$ cat src/rtl/usi_bus_matrix_if.sv
// USI bus bundle: master request/response plus the broadcast slave side.
// 'slave' is the view the matrix uses; 'master' is the view of the MCU and peripherals driving it.
interface usi_bus_matrix_if #(
  parameter int pBusSlaveConnect = 9,
  parameter int pBusDataBit      = 32,
  parameter int pBusAdrsBit      = 16
);
  logic [pBusDataBit-1:0]                  iMUsiWd;
  logic [pBusAdrsBit-1:0]                  iMUsiAdrs;
  logic                                    iMUsiWCke;
  logic                                    iMUsiRCke;
  logic                                    oMUsiRdy;
  logic [pBusDataBit-1:0]                  oMUsiRd;
  logic                                    oMUsiVd;
  logic                                    oMUsiErr;
  logic [pBusDataBit-1:0]                  oSUsiWd;
  logic [pBusAdrsBit-1:0]                  oSUsiAdrs;
  logic [pBusSlaveConnect-1:0]             oSUsiWCke;
  logic [pBusSlaveConnect-1:0]             oSUsiRCke;
  logic [pBusSlaveConnect*pBusDataBit-1:0] iSUsiRd;
  logic [pBusSlaveConnect-1:0]             iSUsiVd;

  modport master (
    output iMUsiWd, iMUsiAdrs, iMUsiWCke, iMUsiRCke, iSUsiRd, iSUsiVd,
    input  oMUsiRdy, oMUsiRd, oMUsiVd, oMUsiErr, oSUsiWd, oSUsiAdrs, oSUsiWCke, oSUsiRCke
  );

  modport slave (
    input  iMUsiWd, iMUsiAdrs, iMUsiWCke, iMUsiRCke, iSUsiRd, iSUsiVd,
    output oMUsiRdy, oMUsiRd, oMUsiVd, oMUsiErr, oSUsiWd, oSUsiAdrs, oSUsiWCke, oSUsiRCke
  );
endinterface

$ cat src/rtl/usi_bus_matrix.sv
// Single-master / N-slave USI interconnect: registered decode, one-hot strobes,
// read-response wait with timeout and an error pulse for unmapped or conflicting requests.
module usi_bus_matrix #(
  parameter int pBusSlaveConnect = 9,
  parameter int pBusDataBit      = 32,
  parameter int pBusAdrsBit      = 16,
  parameter int pBlockAdrsMap    = 8,
  parameter int pAdrsMapBase     = 1,
  parameter int pTimeout         = 255
) (
  input  logic            iUsiClk,
  input  logic            iUsiRst,
  usi_bus_matrix_if.slave bus
);
  localparam int N  = pBusSlaveConnect;
  localparam int D  = pBusDataBit;
  localparam int A  = pBusAdrsBit;
  localparam int B  = pBlockAdrsMap;
  localparam int BW = B + 1;
  localparam int IW = (N > 1) ? $clog2(N) : 1;

  localparam logic [2:0] IDLE  = 3'd0;
  localparam logic [2:0] WSTB  = 3'd1;
  localparam logic [2:0] RSTB  = 3'd2;
  localparam logic [2:0] RWAIT = 3'd3;
  localparam logic [2:0] RESP  = 3'd4;
  localparam logic [2:0] ERR   = 3'd5;

  localparam logic [BW-1:0] BASE      = BW'(pAdrsMapBase);
  localparam logic [BW-1:0] NSLV      = BW'(N);
  localparam logic [15:0]   WAIT_LAST = 16'(pTimeout - 1);

  logic [2:0]    state;
  logic          live;
  logic [IW-1:0] idxQ;
  logic [D-1:0]  wdQ;
  logic [D-1:0]  rdQ;
  logic [A-1:0]  adrsQ;
  logic [15:0]   waitCnt;
  logic          errAfterW;
  logic          missToResp;
  logic          respErr;

  logic [B-1:0]  blk;
  logic [BW-1:0] rel;
  logic          hit;
  logic          rdy;
  logic          req;
  logic [IW-1:0] idxDec;

  // One extra bit on the subtraction so block IDs below the base wrap out of range.
  assign blk    = bus.iMUsiAdrs[A-1 -: B];
  assign rel    = {1'b0, blk} - BASE;
  assign hit    = ({1'b0, blk} >= BASE) && (rel < NSLV);
  assign idxDec = rel[IW-1:0];

  logic [D-1:0] slvRd [N];
  for (genvar k = 0; k < N; k++) begin : gSlv
    assign slvRd[k] = bus.iSUsiRd[k*D +: D];
  end

  // live keeps Rdy low through the reset cycle itself.
  assign rdy = live && (state == IDLE);
  assign req = rdy && (bus.iMUsiWCke || bus.iMUsiRCke);

  always_ff @(posedge iUsiClk) begin
    if (iUsiRst) begin
      state      <= IDLE;
      live       <= 1'b0;
      idxQ       <= '0;
      wdQ        <= '0;
      adrsQ      <= '0;
      rdQ        <= '0;
      waitCnt    <= '0;
      errAfterW  <= 1'b0;
      missToResp <= 1'b0;
      respErr    <= 1'b0;
    end else begin
      live <= 1'b1;
      case (state)
        IDLE: begin
          if (req) begin
            adrsQ      <= bus.iMUsiAdrs;
            wdQ        <= bus.iMUsiWd;
            idxQ       <= idxDec;
            errAfterW  <= bus.iMUsiRCke;
            missToResp <= 1'b0;
            // A write wins over a simultaneous read; the dropped read is reported as an error.
            if (bus.iMUsiWCke) begin
              state <= hit ? WSTB : ERR;
            end else if (hit) begin
              state <= RSTB;
            end else begin
              state      <= ERR;
              missToResp <= 1'b1;
              respErr    <= 1'b1;
              rdQ        <= '0;
            end
          end
        end
        WSTB: state <= errAfterW ? ERR : IDLE;
        RSTB: begin
          waitCnt <= '0;
          state   <= RWAIT;
        end
        RWAIT: begin
          if (bus.iSUsiVd[idxQ]) begin
            rdQ     <= slvRd[idxQ];
            respErr <= 1'b0;
            state   <= RESP;
          end else if (waitCnt == WAIT_LAST) begin
            rdQ     <= '0;
            respErr <= 1'b1;
            state   <= RESP;
          end else begin
            waitCnt <= waitCnt + 16'd1;
          end
        end
        RESP:    state <= IDLE;
        ERR:     state <= missToResp ? RESP : IDLE;
        default: state <= IDLE;
      endcase
    end
  end

  assign bus.oMUsiRdy  = rdy;
  assign bus.oMUsiRd   = rdQ;
  assign bus.oMUsiVd   = (state == RESP);
  assign bus.oMUsiErr  = (state == ERR) || ((state == RESP) && respErr);
  assign bus.oSUsiWd   = wdQ;
  assign bus.oSUsiAdrs = adrsQ;
  assign bus.oSUsiWCke = (state == WSTB) ? (N'(1) << idxQ) : '0;
  assign bus.oSUsiRCke = (state == RSTB) ? (N'(1) << idxQ) : '0;
endmodule

$ cat src/flat_wrapper.sv
// flat-port wrapper written by rule: the top's interface ports become plain ports
module usi_bus_matrix_flat 
#(
  parameter int pBusSlaveConnect = 9,
  parameter int pBusDataBit      = 32,
  parameter int pBusAdrsBit      = 16,
  parameter int pBlockAdrsMap    = 8,
  parameter int pAdrsMapBase     = 1,
  parameter int pTimeout         = 255
)
  (iUsiClk, iUsiRst, bus_iMUsiWd, bus_iMUsiAdrs, bus_iMUsiWCke, bus_iMUsiRCke, bus_iSUsiRd, bus_iSUsiVd, bus_oMUsiRdy, bus_oMUsiRd, bus_oMUsiVd, bus_oMUsiErr, bus_oSUsiWd, bus_oSUsiAdrs, bus_oSUsiWCke, bus_oSUsiRCke);
  usi_bus_matrix_if #(.pBusSlaveConnect(pBusSlaveConnect), .pBusDataBit(pBusDataBit), .pBusAdrsBit(pBusAdrsBit)) bus_i ();
  input  logic iUsiClk;
  input  logic iUsiRst;
  input wire logic [$bits(bus_i.iMUsiWd)-1:0] bus_iMUsiWd;
  input wire logic [$bits(bus_i.iMUsiAdrs)-1:0] bus_iMUsiAdrs;
  input wire logic [$bits(bus_i.iMUsiWCke)-1:0] bus_iMUsiWCke;
  input wire logic [$bits(bus_i.iMUsiRCke)-1:0] bus_iMUsiRCke;
  input wire logic [$bits(bus_i.iSUsiRd)-1:0] bus_iSUsiRd;
  input wire logic [$bits(bus_i.iSUsiVd)-1:0] bus_iSUsiVd;
  output wire logic [$bits(bus_i.oMUsiRdy)-1:0] bus_oMUsiRdy;
  output wire logic [$bits(bus_i.oMUsiRd)-1:0] bus_oMUsiRd;
  output wire logic [$bits(bus_i.oMUsiVd)-1:0] bus_oMUsiVd;
  output wire logic [$bits(bus_i.oMUsiErr)-1:0] bus_oMUsiErr;
  output wire logic [$bits(bus_i.oSUsiWd)-1:0] bus_oSUsiWd;
  output wire logic [$bits(bus_i.oSUsiAdrs)-1:0] bus_oSUsiAdrs;
  output wire logic [$bits(bus_i.oSUsiWCke)-1:0] bus_oSUsiWCke;
  output wire logic [$bits(bus_i.oSUsiRCke)-1:0] bus_oSUsiRCke;
  assign bus_i.iMUsiWd = bus_iMUsiWd;
  assign bus_i.iMUsiAdrs = bus_iMUsiAdrs;
  assign bus_i.iMUsiWCke = bus_iMUsiWCke;
  assign bus_i.iMUsiRCke = bus_iMUsiRCke;
  assign bus_i.iSUsiRd = bus_iSUsiRd;
  assign bus_i.iSUsiVd = bus_iSUsiVd;
  assign bus_oMUsiRdy = bus_i.oMUsiRdy;
  assign bus_oMUsiRd = bus_i.oMUsiRd;
  assign bus_oMUsiVd = bus_i.oMUsiVd;
  assign bus_oMUsiErr = bus_i.oMUsiErr;
  assign bus_oSUsiWd = bus_i.oSUsiWd;
  assign bus_oSUsiAdrs = bus_i.oSUsiAdrs;
  assign bus_oSUsiWCke = bus_i.oSUsiWCke;
  assign bus_oSUsiRCke = bus_i.oSUsiRCke;
  usi_bus_matrix #(.pBusSlaveConnect(pBusSlaveConnect), .pBusDataBit(pBusDataBit), .pBusAdrsBit(pBusAdrsBit), .pBlockAdrsMap(pBlockAdrsMap), .pAdrsMapBase(pAdrsMapBase), .pTimeout(pTimeout)) u_core (.iUsiClk(iUsiClk), .iUsiRst(iUsiRst), .bus(bus_i));
endmodule
$ cat config.mk
export PLATFORM = sky130hd
export DESIGN_NAME = usi_bus_matrix_flat
export DESIGN_NICKNAME = d
export VERILOG_FILES = /design/src/rtl/usi_bus_matrix_if.sv /design/src/rtl/usi_bus_matrix.sv /design/src/flat_wrapper.sv
export SDC_FILE = /design/constraint.sdc
export NUM_CORES = 1
export LEC_CHECK = 0
export ABC_CLOCK_PERIOD_IN_PS = 4000
export CAP_MARGIN = 20
export CORE_AREA = 2 2 173 175
export CTS_CLUSTER_DIAMETER = 50
export DETAILED_ROUTE_END_ITERATION = 8
export DIE_AREA = 0 0 175 177
export PLACE_DENSITY_LB_ADDON = 0.2
export SYNTH_ARGS = -nofsm -noshare
export SYNTH_HDL_FRONTEND = slang
export SYNTH_SLANG_ARGS = --single-unit
$ cat constraint.sdc
create_clock -name iUsiClk -period 4 [get_ports iUsiClk]
set_clock_uncertainty 0.2 [all_clocks]
set_input_delay 1.2 -clock iUsiClk [delete_from_list [all_inputs] [get_ports iUsiClk]]
set_output_delay 1.2 -clock iUsiClk [all_outputs]
set_load 0.01 [all_outputs]
# Word-level counts from Yosys, hierarchy flattened
# Index checks and enable logic that the tools add are counted.
dict set report totals {
  reg_bits 107
  inputBits 349
  out_inout_bits 101
  wordCells 77
}
dict set report classes {
  addsub 2
  order_cmp 4
  n_eq_ne 12
  n_shift 1
  muxes 34
  bitwise 1
  n_reduce_logical 13
}
# op n
set ops {}
lappend ops {{2-to-1 mux 32 bit} 7}
lappend ops {{binary-select mux 32 bit (select 4 bit)} 1}
lappend ops {{case mux 32 bit (2 select lines)} 1}
lappend ops {{2-to-1 mux 16 bit} 2}
lappend ops {{case mux 16 bit (2 select lines)} 1}
lappend ops {{2-to-1 mux 3 bit} 8}
lappend ops {{2-to-1 mux 9 bit} 2}
lappend ops {{adder 16 x 1 -> 16 bit (second input constant)} 1}
lappend ops {{== test 16 x 8 -> 1 bit (second input constant)} 1}
lappend ops {{case mux 3 bit (5 select lines)} 1}
lappend ops {{< comparator 9 x 4 -> 1 bit (second input constant)} 1}
lappend ops {{2-to-1 mux 1 bit} 9}
lappend ops {{left shift 1 x 4 -> 9 bit (first input constant)} 1}
lappend ops {{subtractor 8 x 1 -> 9 bit (second input constant)} 1}
lappend ops {{>= comparator 8 x 1 -> 1 bit (second input constant)} 1}
lappend ops {{!= test 2 bit (second input constant)} 4}
lappend ops {{== test 3 x 2 -> 1 bit (second input constant)} 2}
lappend ops {{== test 3 bit (second input constant)} 2}
lappend ops {{>= comparator 5 bit (second input constant)} 1}
lappend ops {{< comparator 4 x 5 -> 1 bit (second input constant)} 1}
lappend ops {{NOT 4 -> 5 bit} 1}
lappend ops {{AND reduction 5 bit} 1}
lappend ops {{binary-select mux 1 bit (select 4 bit)} 1}
lappend ops {{logical AND 1 bit} 4}
lappend ops {{9 further kinds} 12}

# Depth between registers and ports, before layout
dict set report logic_depth {
  ltp_word 7
  ltp_mapped 9
  ltp_nobuf 7
}

# Worst setup path before layout
# No wires, ideal clock.
dict set report synth_timing {
  path_kind {input-to-reg}
  from {input bus_iSUsiVd[5]}
  to {register u_core.rdQ[10] (netlist: u_core.bus.oMUsiRd[10])}
  setup_time_ps 59
  arrival_ps 2945
  required_ps 3741
  setup_slack_ps 796
  stages 6
  n_path_buf 1
  cell_sequence {mux2_4 -> a222oi_1 -> a31oi_1 -> a211oi_4 -> buf_6 -> a22o_1}
}
dict set report synth_via {
  elab_chain_cells 4
}
# element line
set synth_lines {}
lappend synth_lines {{start, declared} flat_wrapper.sv:20} ;# input wire logic [$bits(bus_i.iSUsiVd)-1:0] bus_iSUsiVd;
lappend synth_lines {{binary-select mux 1 bit (select 4 bit) *} usi_bus_matrix.sv:107} ;# if (bus.iSUsiVd[idxQ]) begin
lappend synth_lines {{2-to-1 mux 1 bit (not written as such) *} usi_bus_matrix.sv:107}
lappend synth_lines {{!= test 3 x 1 -> 1 bit (no line) or 2-to-1 mux 32 bit (tied branches)} n/a}
lappend synth_lines {{AND reduction 5 bit (no line) or case mux 32 bit (2 select lines) (tied branches)} n/a}
lappend synth_lines {{end signal, assigned} usi_bus_matrix.sv:108} ;# rdQ <= slvRd[idxQ];
lappend synth_lines {{end, declared} usi_bus_matrix.sv:37} ;# logic [D-1:0] rdQ;
# Every way passes the cells marked *; elsewhere a longest branch is shown, timed or not. The select of a mux whose other input is x is not followed.
# A chain may end at the register's enable or synchronous reset.

# Final worst setup path
dict set report layout_timing {
  from {register u_core.state[1]}
  to {output bus_oSUsiRCke[0]}
}
dict set report layout_via {
  elab_chain_cells 2
}
# element line
set layout_lines {}
lappend layout_lines {{start, declared} usi_bus_matrix.sv:33} ;# logic [2:0] state;
lappend layout_lines {{start signal, assigned} usi_bus_matrix.sv:90} ;# state <= hit ? WSTB : ERR;
lappend layout_lines {{start signal, assigned} usi_bus_matrix.sv:101} ;# WSTB: state <= errAfterW ? ERR : IDLE;
lappend layout_lines {{start signal, assigned} usi_bus_matrix.sv:120} ;# ERR: state <= missToResp ? RESP : IDLE;
lappend layout_lines {{== test 3 x 2 -> 1 bit} usi_bus_matrix.sv:133} ;# assign bus.oSUsiRCke = (state == RSTB) ? (N'(1) << idxQ) : '0;
lappend layout_lines {{2-to-1 mux 9 bit} usi_bus_matrix.sv:133}
lappend layout_lines {{end, declared} flat_wrapper.sv:28} ;# output wire logic [$bits(bus_i.oSUsiRCke)-1:0] bus_oSUsiRCke;
# No other way between the ends.

==> results_dict.tcl <==
set metrics [dict create \
    status "completed" \
    cp_cell_sequence "nand2b_1 > nor2_1 > nand2_1 > nor3_1 > clkdlybuf4s50_1" \
    cts-root-buf "clkbuf_16" \
    crit_arrival_ns 2.34 \
    synth_edf_count 0 \
    grt_pass1_vias 7109 \
    area_growth_pct 81.1 \
    initial_core_util_pct 22.1 \
    clock_latency_ns 0.36 \
    crit_type "register to primary output" \
    final_hold_viol_count 0 \
    hold_depth 2 \
    vias_per_cell 4.70 \
    yosysTopAreaCell "dfxtp_1" \
    synth_cell_types 48 \
    whs_ns 0.256 \
    r2r_slack_ns 0.94 \
    wire_per_inst_um 20.1 \
    cp_top_family "simple AND/OR/NAND/NOR gates" \
    min_period_ns 3.74 \
    grt_usage_pct 18.5 \
    cts_setup_buffers 0 \
    grt_pass1_wl_um 43500 \
    drv_cap 0 \
    finalSetupViolCount 0 \
    synth_area_um2 6470 \
    fillers 2923 \
    peakVddDrop_v 0.000194 \
    vias 7085 \
    syn_avg_cell_area_um2 9.36 \
    pin_count 450 \
    r2r_cells 7 \
    whs_endpoint "u_core.bus.oSUsiAdrs[13]" \
    drive_above_1_share_pct 9.95 \
    hpwl_um 23800 \
    cts_resized 0 \
    yosys_warnings 0 \
    portBuffers 449 \
    maxSlewViolCount 0 \
    fmax_mhz 268 \
    slew_headroom_pct 55.5 \
    min_path_type "register to register" \
    leakage_nw 3.93 \
    num_rows 63 \
    required_ns 2.60 \
    crit_buf_inv 1 \
    die-area_um2 31000 \
    antenna_found_initial 1 \
    cts_hold_buf 0 \
    wirelength_um 30300 \
    syn-num-nets 1043 \
    cp_slowest_stage_delay_ns 0.56 \
    htree_levels 3 \
    fin_nets 1463 \
    hold_start "u_core.bus.oSUsiAdrs[13]" \
    synth_cells 691 \
    synth.area.top_cells "dfxtp_1, mux4_2, nand2_1, mux2i_1, a21oi_1" \
    crit_path_top_delay_cell "clkdlybuf4s50_1" \
    core-area_um2 29200 \
    highest_layer "met4" \
    grt_max_degree 54 \
    clkTransAtPathRegs_ns 0.08 \
    powerDensity_nw_per_um2 299 \
    clock_path_buffers 2 \
    setup_tns_ns 0 \
    gp_congestion 0.820 \
    tightestPinTransition_ns 0.668 \
    overflow 0 \
    cp-end-kind "primary output" \
    min_period_over_period_pct 93.4 \
    dr.pass1.iters 4 \
    rsz0062_at_grt "no" \
    dr_wl_met2_um 14500 \
    cp-start-kind "register" \
    synth_seq_cells 107 \
    yosysTopAreaCellShare_pct 33.1 \
    drc 0 \
    synth_seq_area_share_pct 33.1 \
    async_flop_share_pct 0 \
    wl_met1_um 12700 \
    fp.dieW_um 175 \
    worstPathMaxFanout 9 \
    r2r_end "u_core.waitCnt[12]" \
    wl_met3_um 2660 \
    cts_tree "done" \
    r2r-start "u_core.idxQ[1]" \
    antenna_left 0 \
    die_y_um 177 \
    cts-buffers-inserted 9 \
    synth_flop_cell "dfxtp_1" \
    drt_iter0_markers 343 \
    cts.sinks 107 \
]
## synth_stat cells (2+ instances only)
master,n
nand2_1,145
dfxtp_1,107
mux4_2,64
a21oi_1,63
clkbuf_1,40
o21ai_0,38
mux2i_1,34
a22o_1,32
nor2_1,32
nand3_1,15
or3_1,12
buf_1,9
nor3_1,9
inv_1,8
buf_2,6
nand2b_1,6
o31ai_1,6
a211oi_1,5
buf_6,4
nand4_1,4
nor2b_1,4
or4_1,4
a22oi_1,3
ha_1,3
mux2_2,3
o211ai_1,3
a2111o_1,2
a31oi_1,2
and2_1,2
and3_1,2
and4_1,2
nand4b_1,2
nor3b_1,2
nor4b_1,2
o2111ai_1,2
xor2_1,2
## cell families after synthesis
family | Yosys count | share of synthesized area [%]
flip-flops | 107 | 33.1
AO/OA/AOI/OAI | 163 | 16.1
multiplexers | 102 | 28.3
XOR/XNOR | 2 | 0.271
AND/OR/NAND/NOR | 247 | 17.2
buffers and inverters | 67 | 4.47
adder cells (fa/ha/maj) | 3 | 0.580
## worst max-delay path by stage
stage,startpoint,cells past startpoint,endpoint
finish,u_core.state[1],5,bus_oSUsiRCke[0]
floorplan,bus_iSUsiVd[5],6,u_core.bus.oMUsiRd[10]
detailed placement,bus_iSUsiVd[5],7,u_core.waitCnt[12]
global placement,bus_iSUsiVd[5],7,u_core.waitCnt[10]
global route,u_core.state[1],5,bus_oSUsiRCke[0]
CTS,u_core.state[1],5,bus_oSUsiRCke[0]
## cell type report
type / instances / area [um^2] / share of cell area [%]
multi-input combinational: 517 / 4050 / 34.5
timing repair buffer: 468 / 4670 / 39.8
antenna: 1 / 2.50 / 0.0214
clock buffer: 10 / 239 / 2.04
clock inverter: 6 / 91.3 / 0.779
sequential: 107 / 2150 / 18.4
inverter: 8 / 30.0 / 0.256
tap: 390 / 488 / 4.16
## where the power goes
part	internal (mW)	leakage, nW	switching (mW)
clock	0.523	0.161	0.461
sequential	1.13	0.872	0.0635
combinational	0.752	2.89	0.573
## state kept, by name, indices dropped and copies added, names as in the netlist
signal / count
u_core.bus.oMUsiRd: 32
u_core.bus.oSUsiAdrs: 16
u_core.bus.oSUsiWd: 32
u_core.errAfterW: 1
u_core.idxQ: 4
u_core.live: 1
u_core.missToResp: 1
u_core.respErr: 1
u_core.state: 3
u_core.waitCnt: 16
## per-layer routing
layer,GRT usage [%],vias up
met2,30.6,298
met4,4.31,0
met3,6.01,21
met5,0,-
li1,-,3409
met1,23.3,3357
## through the flow
| stage | setup slack (ns) | instance area (um^2) | instances | util, % | power, mW |
|---|---|---|---|---|---|
| floorplan | 0.796 | 6470 | 691 | - | 1.86 |
| global placement | 0.270 | 11400 | 1490 | 38.9 | 2.56 |
| detailed placement | 0.235 | 11400 | 1490 | 38.9 | 2.56 |
| CTS | 0.278 | 11700 | 1506 | 40.1 | 3.56 |
| global route | 0.104 | 11700 | 1507 | 40.1 | 3.70 |
| finish | 0.264 | 11700 | 1507 | 40.1 | 3.50 |
## cell usage in the layout, fill, tap and decap left out, types with 4 or more instances in the layout
| master | n |
|---|---|
| or4_1 | 4 |
| clkdlybuf4s50_1 | 448 |
| o31ai_1 | 6 |
| clkbuf_16 | 9 |
| or3_1 | 12 |
| nand3_1 | 15 |
| buf_4 | 16 |
| mux2i_1 | 34 |
| nand2_1 | 145 |
| o21ai_0 | 38 |
| a22o_1 | 32 |
| nand2b_1 | 6 |
| nor3_1 | 9 |
| dfxtp_1 | 103 |
| nand4_1 | 4 |
| mux4_2 | 64 |
| a211oi_1 | 5 |
| inv_1 | 8 |
| a21oi_1 | 63 |
| nor2_1 | 32 |
| nor2b_1 | 4 |
## tightest hold or removal path: stages (launching register included)
cell and delay [ns]:
dfxtp_1 0.31, nand2_1 0.05, a21oi_1 0.05
Note: power is estimated with default switching activity, not from simulation.
